===== src/rtl/morse_char_encoder.sv =====
// ASCII-to-Morse feeder: FIFO-buffers chars, issues LSB-first code words to the sequencer, inserts letter/word gaps.
// Latency: char pushed at edge N into an idle, empty block gives send_o in cycle N+3; per letter 4 + done latency + LETTER_GAP_CYC.
// Backpressure: char_ready_o = !full. Build macro MORSE_TIMEOUT_EN adds a done_i watchdog in WAIT_DONE.
module morse_char_encoder #(
   parameter int FIFO_DEPTH     = 8,
   parameter int CODE_W         = 8,
   parameter int LETTER_GAP_CYC = 16,
   parameter int WORD_GAP_CYC   = 64,
   parameter int TIMEOUT_CYC    = 4096
) (
   input  logic                        clk_i,
   input  logic                        rst_i,
   input  logic [7:0]                  char_i,
   input  logic                        char_valid_i,
   output logic                        char_ready_o,
   output logic [CODE_W-1:0]           code_o,
   output logic [5:0]                  len_o,
   output logic                        send_o,
   input  logic                        done_i,
   output logic                        busy_o,
   output logic                        err_o,
   output logic [$clog2(FIFO_DEPTH):0] fifo_level_o
);
   localparam int AW        = $clog2(FIFO_DEPTH);
   localparam int LW        = AW + 1;
   localparam int GAP_MAX_A = (LETTER_GAP_CYC > WORD_GAP_CYC) ? LETTER_GAP_CYC : WORD_GAP_CYC;
   localparam int GAP_MAX   = (GAP_MAX_A > TIMEOUT_CYC) ? GAP_MAX_A : TIMEOUT_CYC;
   localparam int GW        = $clog2(GAP_MAX + 1);
   localparam logic [GW-1:0] LETTER_GAP = GW'(LETTER_GAP_CYC);
   localparam logic [GW-1:0] WORD_GAP   = GW'(WORD_GAP_CYC);
   localparam logic [LW-1:0] FULL_LVL   = LW'(FIFO_DEPTH);

   typedef enum logic [2:0] {IDLE, FETCH, LOOKUP, SEND, WAIT_DONE, GAP} state_t;

   state_t        state_q, state_d;
   logic [7:0]    mem [FIFO_DEPTH];
   logic [AW-1:0] wr_ptr, rd_ptr;
   logic [LW-1:0] level;
   logic          push, pop;
   logic [7:0]    char_q, c_up;
   logic [8:0]    rom;            // {supported, len-1, code}
   logic [GW-1:0] gap_q, gap_d;
   logic          load_code, set_err;

   assign char_ready_o = (level != FULL_LVL);
   assign push         = char_valid_i && char_ready_o;
   assign fifo_level_o = level;
   assign send_o       = (state_q == SEND);
   assign busy_o       = (state_q != IDLE) || (level != '0);

   always_ff @(posedge clk_i) begin
      if (push) mem[wr_ptr] <= char_i;
   end

   always_ff @(posedge clk_i) begin
      if (rst_i) begin
         wr_ptr <= '0;
         rd_ptr <= '0;
         level  <= '0;
      end else begin
         if (push) wr_ptr <= wr_ptr + AW'(1);
         if (pop)  rd_ptr <= rd_ptr + AW'(1);
         case ({push, pop})
            2'b10:   level <= level + LW'(1);
            2'b01:   level <= level - LW'(1);
            default: ;
         endcase
      end
   end

   // Lowercase folds onto uppercase; code bit 0 is the first symbol, 1 = dash.
   always_comb begin
      c_up = char_q;
      if (char_q >= "a" && char_q <= "z") c_up = char_q - 8'h20;
      rom = '0;
      case (c_up)
         "A": rom = {1'b1, 3'd1, 5'h02};
         "B": rom = {1'b1, 3'd3, 5'h01};
         "C": rom = {1'b1, 3'd3, 5'h05};
         "D": rom = {1'b1, 3'd2, 5'h01};
         "E": rom = {1'b1, 3'd0, 5'h00};
         "F": rom = {1'b1, 3'd3, 5'h04};
         "G": rom = {1'b1, 3'd2, 5'h03};
         "H": rom = {1'b1, 3'd3, 5'h00};
         "I": rom = {1'b1, 3'd1, 5'h00};
         "J": rom = {1'b1, 3'd3, 5'h0E};
         "K": rom = {1'b1, 3'd2, 5'h05};
         "L": rom = {1'b1, 3'd3, 5'h02};
         "M": rom = {1'b1, 3'd1, 5'h03};
         "N": rom = {1'b1, 3'd1, 5'h01};
         "O": rom = {1'b1, 3'd2, 5'h07};
         "P": rom = {1'b1, 3'd3, 5'h06};
         "Q": rom = {1'b1, 3'd3, 5'h0B};
         "R": rom = {1'b1, 3'd2, 5'h02};
         "S": rom = {1'b1, 3'd2, 5'h00};
         "T": rom = {1'b1, 3'd0, 5'h01};
         "U": rom = {1'b1, 3'd2, 5'h04};
         "V": rom = {1'b1, 3'd3, 5'h08};
         "W": rom = {1'b1, 3'd2, 5'h06};
         "X": rom = {1'b1, 3'd3, 5'h09};
         "Y": rom = {1'b1, 3'd3, 5'h0D};
         "Z": rom = {1'b1, 3'd3, 5'h03};
         "0": rom = {1'b1, 3'd4, 5'h1F};
         "1": rom = {1'b1, 3'd4, 5'h1E};
         "2": rom = {1'b1, 3'd4, 5'h1C};
         "3": rom = {1'b1, 3'd4, 5'h18};
         "4": rom = {1'b1, 3'd4, 5'h10};
         "5": rom = {1'b1, 3'd4, 5'h00};
         "6": rom = {1'b1, 3'd4, 5'h01};
         "7": rom = {1'b1, 3'd4, 5'h03};
         "8": rom = {1'b1, 3'd4, 5'h07};
         "9": rom = {1'b1, 3'd4, 5'h0F};
         default: rom = '0;
      endcase
   end

`ifdef MORSE_TIMEOUT_EN
   localparam logic [GW-1:0] TO_LIM = GW'(TIMEOUT_CYC - 1);
   logic [GW-1:0] wd_q;

   always_ff @(posedge clk_i) begin
      if (rst_i || state_q != WAIT_DONE) wd_q <= '0;
      else                               wd_q <= wd_q + GW'(1);
   end
`endif

   always_comb begin
      state_d   = state_q;
      gap_d     = gap_q;
      load_code = 1'b0;
      set_err   = 1'b0;
      pop       = 1'b0;
      case (state_q)
         IDLE:   if (level != '0) state_d = FETCH;
         FETCH: begin
            pop     = 1'b1;
            state_d = LOOKUP;
         end
         LOOKUP: begin
            if (rom[8]) begin
               load_code = 1'b1;
               state_d   = SEND;
            end else if (char_q == 8'h20) begin
               gap_d   = WORD_GAP;
               state_d = GAP;
            end else begin
               set_err = 1'b1;
               state_d = IDLE;
            end
         end
         SEND:   state_d = WAIT_DONE;
         WAIT_DONE: begin
            if (done_i) begin
               gap_d   = LETTER_GAP;
               state_d = GAP;
            end
`ifdef MORSE_TIMEOUT_EN
            else if (wd_q >= TO_LIM) begin
               gap_d   = LETTER_GAP;
               set_err = 1'b1;
               state_d = GAP;
            end
`endif
         end
         // A count of N gives N idle cycles here; a count of 0 still spends one.
         GAP: begin
            if (gap_q <= GW'(1)) state_d = IDLE;
            else                 gap_d   = gap_q - GW'(1);
         end
         default: state_d = IDLE;
      endcase
   end

   always_ff @(posedge clk_i) begin
      if (rst_i) begin
         state_q <= IDLE;
         gap_q   <= '0;
         char_q  <= '0;
         code_o  <= '0;
         len_o   <= '0;
         err_o   <= 1'b0;
      end else begin
         state_q <= state_d;
         gap_q   <= gap_d;
         if (pop) char_q <= mem[rd_ptr];
         if (load_code) begin
            code_o <= CODE_W'(rom[4:0]);
            len_o  <= 6'(rom[7:5]);
         end
         if (set_err) err_o <= 1'b1;
      end
   end
endmodule


===== config.mk =====
export PLATFORM = sky130hd
export DESIGN_NAME = morse_char_encoder
export DESIGN_NICKNAME = d
export VERILOG_FILES = /design/src/rtl/morse_char_encoder.sv
export SDC_FILE = /design/constraint.sdc
export NUM_CORES = 1
export LEC_CHECK = 0
export CORE_ASPECT_RATIO = 1.25
export CORE_MARGIN = 1.5
export CORE_UTILIZATION = 63
export CTS_CLUSTER_SIZE = 12
export DETAILED_ROUTE_END_ITERATION = 6
export PLACE_DENSITY = 0.82
export SYNTH_ARGS = -nofsm -noshare
export SYNTH_HDL_FRONTEND = slang
export SYNTH_SLANG_ARGS = --single-unit

===== constraint.sdc =====
create_clock -name clk_i -period 4.7 [get_ports clk_i]
set_clock_uncertainty 0.15 [all_clocks]
set_input_delay 0.47 -clock clk_i [delete_from_list [all_inputs] [get_ports clk_i]]
set_output_delay 0.47 -clock clk_i [all_outputs]
set_load 0.1 [all_outputs]

After elaboration in Yosys (flattened, before gate mapping)
Memories as Yosys holds them, arrays and structs flattened. A register that Yosys moved wholly into a read port is not among the register bits.
Index checks and enable logic that the tools add are counted.
Widths: inputs -> output; s select.
{"block": "totals", "reg_bits": 35, "ram_bits": 64, "rom_bits": 1152, "out_inout_bits": 22, "elab_cells": 66, "n_memories": 2}
{"memory": "(no name shown)", "depth": 128, "word_bits": 9, "rd": 1, "rd_ports_with_merged_regs": 0, "write_ports": 0, "line": "76", "text": "case (c_up)"}
{"memory": "mem", "depth": 8, "word_bits": 8, "rd": 1, "rd_ports_with_merged_regs": 1, "write_ports": 1, "line": "36", "text": "logic [7:0] mem [FIFO_DEPTH];"}
{"block": "op_classes", "n_addsub": 6, "n_lt_le_gt_ge": 3, "n_eq_ne": 15, "mux": 22, "n_reduce_logical": 10}
{"op": "$mux 13", "count": 4}
{"op": "$pmux 13 s3", "count": 1}
{"op": "$pmux 3 s6", "count": 1}
{"op": "$mux 3", "count": 5}
{"op": "$le 13x1->1 const B", "count": 1}
{"op": "$sub 13x1->13 const B", "count": 1}
{"op": "$ne 2x2->1 const B", "count": 6}
{"op": "$mux 9", "count": 1}
{"op": "$eq 8x6->1 const B", "count": 1}
{"op": "$ge 8x7->1 const B", "count": 1}
{"op": "$le 8x7->1 const B", "count": 1}
{"op": "$mux 1", "count": 8}
{"op": "$mux 8", "count": 1}
{"op": "$pmux 4 s2", "count": 1}
{"op": "$sub 8x6->8 const B", "count": 1}
{"op": "$add 3x1->3 const B", "count": 2}
{"op": "$eq 3x2->1 const B", "count": 2}
{"op": "$eq 3x3->1 const B", "count": 2}
{"op": "$reduce_bool 3->1", "count": 2}
{"op": "$reduce_and 5->1", "count": 1}
{"op": "$add 4x1->4 const B", "count": 1}
{"op": "$ne 4x4->1 const B", "count": 1}
{"op": "$reduce_bool 4->1", "count": 1}
{"op": "$sub 4x1->4 const B", "count": 1}
{"op": "other kinds (8)", "count": 9}

Depth between registers and ports, before layout
An unclocked memory read counts as a cell.
{"block": "depth", "depth_word": 7, "mapped_depth": 11}

Worst setup path after synthesis
OpenSTA, ideal clock, no wires.
{"block": "synth_timing", "kind": "flip-flop to flip-flop", "from": "register level[3] (netlist: fifo_level_o[3])", "to": "register level[3] (netlist: fifo_level_o[3])", "arrival_ps": 3514, "required_ps": 4480, "path_slack_ps": 966, "stages_incl_launch_ff": 10, "path_buffers": 0, "period_less_slack_ps": 3734, "cell_sequence": "dfxtp_1 > nand2_1 > nand2_1 > ha_1 > ha_1 > a21o_1 > a21oi_1 > xnor2_1 > or3_1 > a21oi_1"}
{"block": "synth_between", "elab_chain_len": 4, "word_cells_on_any_way": 8, "classes_between": "add/sub (2); eq/ne (3); mux (1); reduce/logical (2)"}
{"item": "start: declaration", "line": "38", "text": "logic [LW-1:0] level;"}
{"item": "start signal: assignment", "line": "64", "text": "2'b10: level <= level + LW'(1);"}
{"item": "start signal: assignment", "line": "65", "text": "2'b01: level <= level - LW'(1);"}
{"item": "$ne 4x4->1 (*)", "line": "45", "text": "assign char_ready_o = (level != FULL_LVL);"}
{"item": "named net char_ready_o", "line": "15", "text": "output logic char_ready_o,"}
{"item": "$logic_and 1x1->1 (*)", "line": "46", "text": "assign push = char_valid_i && char_ready_o;"}
{"item": "$eq 2x1->1 or $eq 2x2->1 (tied branches)", "line": "63", "text": "case ({push, pop})"}
{"item": "$pmux 4 s2 or $reduce_bool 2->1 (tied branches)"}
Mark *: on every way through the listed nets, which the timed path passes. The rest lies on a longest branch.
A chain may end at the register's enable or synchronous reset.

Worst setup path in the final report
{"block": "layout_timing", "from": "register char_q[1], read port of mem", "to": "register code_o[3]"}
{"block": "layout_between", "elab_chain_len": 7, "word_cells_on_any_way": 9, "classes_between": "add/sub (1); order compare (2); mux (4); reduce/logical (1); memory (1)"}
{"item": "start: declaration", "line": "40", "text": "logic [7:0] char_q, c_up;"}
{"item": "$ge 8x7->1 or $le 8x7->1 (tied branches)", "line": "74", "text": "if (char_q >= \"a\" && char_q <= \"z\") c_up = char_q - 8'h20;"}
{"item": "$logic_and 1x1->1", "line": "74"}
{"item": "$mux 8 (*)", "line": "74"}
{"item": "$mem_v2 128x9"}
{"item": "$mux 9 (*)", "line": "76"}
{"item": "$mux 1", "line": "140", "text": "if (rom[8]) begin"}
{"item": "$mux 1", "line": "133", "text": "case (state_q)"}
{"item": "end signal: assignment", "line": "187", "text": "code_o <= CODE_W'(rom[4:0]);"}
{"item": "end: declaration", "line": "16", "text": "output logic [CODE_W-1:0] code_o,"}
Every way passes the cells marked *; elsewhere a longest branch is shown, timed or not.

==> flow_summary_export.csv <==
group,metric,value,unit
outcome,status,"finished clean",
floorplanning,dieWidth,83.3,µm
placement,dp.cells,538,
cts,cts_resized,0,
global_route,grt_max_degree,32,
sta,maxSlewViolCount,0,
sta,timing.fmax,313,MHz
power_and_ir_drop,power_leakage,1.86,nW
synth,netlist_area,5080,µm²
sta,tightest_slew,968,ps
route,detail_route.iter0.violations,127,
setup_path,crit_required,4830,ps
final_layout,final_common_cell,"edfxtp_1",
placement,hpwl,6590,µm
sta,fin_tns_setup,0,ps
setup_path,cp-start-kind,"flop",
sta,fin_crit_sh,0.681,
final_layout,final_cell_mix,"edfxtp_1, nor2_1, dfxtp_1",
floorplanning,ios,34,
setup_path,cp_max_fo,13,
cts,insertion_delay,370,ps
sta,hold_violations,0,
power_and_ir_drop,peakVddDrop,0.539,mV
floorplanning,fp-row-count,36,
synth,async_reset_ff_frac,0,
global_route,grt_use_total,0.234,
synth,syn_avg_cell_area,11.8,µm²
cts,h-tree-depth,3,
global_route,grt_pass1_wl,15500,µm
cts,postCtsSetupBuffers,0,
floorplanning,fp.dieH,103,µm
cts,path_clk_slew,110,ps
placement,gp_congestion,0.859,
route,drc,0,
route,vias,3371,
placement,io_buffers,27,
synth,synth-edff-count,64,
run,drv_cap,0,
sta,post-route-min-period,3200,ps
final_layout,area_delta_synth_final,10.3,%
final_layout,fill_cells,559,
global_route,grt_pass1_vias,3233,
cts,cts_root_buf,"clkbuf_8",
final_layout,instances_no_fill,554,
setup_path,path_class,"flop to flop",
synth,synth_top_flop_cell,"edfxtp_1",
floorplanning,initial_core_util,0.652,
synth,yosysUniqueCellTypes,60,
sta,rsz0062_at_grt,"false",
route,wirelength,9650,µm
synth,synth.ff_latch_count,107,
sta,finalSetupViolCount,0,
cts,cts_tree,"done",
global_route,antenna_found_initial,0,
synth,netlist_instances,432,
route,via_per_inst,6.08,
final_layout,nets,483,
route,ant_nets,0,
min_path,hp-class,"flop to flop",
floorplanning,fp.dieArea,8610,µm²
sta,slew_headroom,0.353,
floorplanning,core_area,7790,µm²
route,wl_per_cell,17.4,µm
final_layout,multiInputGateArea,2120,µm²
synth,ys_warn_count,0,
cts,cts_hold_repair.buffers,0,
cts,cts_buffers,9,
synth,ys_seq_area_frac,0.548,
setup_path,arrival,3330,ps
power_and_ir_drop,power,2.84,mW
cts,clkSinkCount,107,
cts,cts_buffer_depth,2,
final_layout,drive_gt1_frac,0.115,
setup_path,critPathCaptureType,"flop",
global_route,grt_overflow,0,
final_layout,seq_area,2780,µm²
power_and_ir_drop,power.density,508,nW/µm²
final_layout,antennaDiodeCount,0,
route,drt-pass1-iter-count,4,
-- area by class of cell --
class | count | area share
inverter | 15 | 0.0101
clock buffer | 9 | 0.0221
timing repair buffer | 32 | 0.0549
sequential | 107 | 0.497
tap | 95 | 0.0212
multi-input combinational | 289 | 0.379
clock inverter | 7 | 0.0156
-- cell usage after synthesis (3+ instances only) --
| cell type | count | area (µm²) |
|---|---|---|
| edfxtp_1 | 64 | 1920 |
| nor2_1 | 53 | 199 |
| dfxtp_1 | 43 | 861 |
| nand2_1 | 27 | 101 |
| a21oi_1 | 26 | 130 |
| mux4_2 | 17 | 383 |
| ha_1 | 16 | 200 |
| o21ai_0 | 15 | 75.1 |
| clkbuf_1 | 14 | 52.6 |
| inv_1 | 14 | 52.6 |
| a211oi_1 | 12 | 90.1 |
| mux2i_1 | 12 | 120 |
| nand3_1 | 8 | 40.0 |
| nor3_1 | 8 | 40.0 |
| o211ai_1 | 7 | 52.6 |
| buf_4 | 6 | 45.0 |
| o31ai_1 | 6 | 45.0 |
| xor2_1 | 6 | 52.6 |
| nor2b_1 | 5 | 31.3 |
| or4_1 | 5 | 37.5 |
| and2_1 | 4 | 25.0 |
| or3_1 | 4 | 25.0 |
| a22oi_1 | 3 | 22.5 |
| nand2b_1 | 3 | 18.8 |
| o2111ai_1 | 3 | 26.3 |
| o311ai_0 | 3 | 26.3 |
| or2_2 | 3 | 18.8 |
| xnor2_1 | 3 | 26.3 |
-- where the power goes --
part | total, mW | switching, mW | internal (mW)
sequential | 1.20 | 0.126 | 1.07
clock | 0.596 | 0.335 | 0.261
combinational | 1.05 | 0.661 | 0.389
total | 2.84 | 1.12 | 1.72
-- path summary, 6_finish.rpt --
| path | slack, ps | to | cells after the start | start |
|---|---|---|---|---|
| hold / removal | 310 | len_o[1] | 2 | len_o[1] |
| setup reg to reg | 1500 | code_o[3] | 9 | char_q[1] |
| setup / recovery | 1500 | code_o[3] | 9 | char_q[1] |
| hold reg to reg | 310 | len_o[1] | 2 | len_o[1] |
-- metal layers --
| layer | GRT usage | routed length [µm] |
|---|---|---|
| met1 | 0.264 | 3990 |
| met2 | 0.447 | 5230 |
| met3 | 0.0302 | 243 |
| met4 | 0.104 | 189 |
| met5 | 0 | 0 |
-- flip-flops by register name (all words and copies together) (netlist names) --
| signal | cells |
|---|---|
| mem | 64 |
| gap_q | 13 |
| char_q | 8 |
| code_o | 5 |
| fifo_level_o | 4 |
| len_o | 3 |
| rd_ptr | 3 |
| state_q | 3 |
| wr_ptr | 3 |
| err_o | 1 |
-- through the flow --
step | hold WS [ps] | util | area, µm² | worst slack [ps]
6_report | 306 | 0.719 | 5600 | 1500
5_1_grt | 353 | 0.719 | 5600 | 1190
4_1_cts | 308 | 0.719 | 5600 | 1510
3_3_place_gp | 290 | 0.692 | 5390 | 1670
2_1_floorplan | 296 | - | 5100 | 966
3_5_place_dp | 293 | 0.692 | 5390 | 1540
-- cell families after synthesis --
family | count (synthesis) | share of synthesized area
mux | 30 | 0.101
other cells | 1 | 0.000739
xor+xnor | 9 | 0.0155
flops | 107 | 0.548
fa+ha+maj | 17 | 0.0434
compound gates | 94 | 0.127
simple gates | 133 | 0.126
buf+inv | 41 | 0.0382
-- worst max-delay path, cell delays in order, from the launching register on --
cell	delay, ps
dfxtp_1	440
inv_1	190
ha_1	320
or4b_4	520
nor2_2	160
or2_2	180
o221ai_4	140
nor2_1	560
o311ai_0	260
o211a_1	180
No activity file was read; power rests on OpenSTA's default activity.
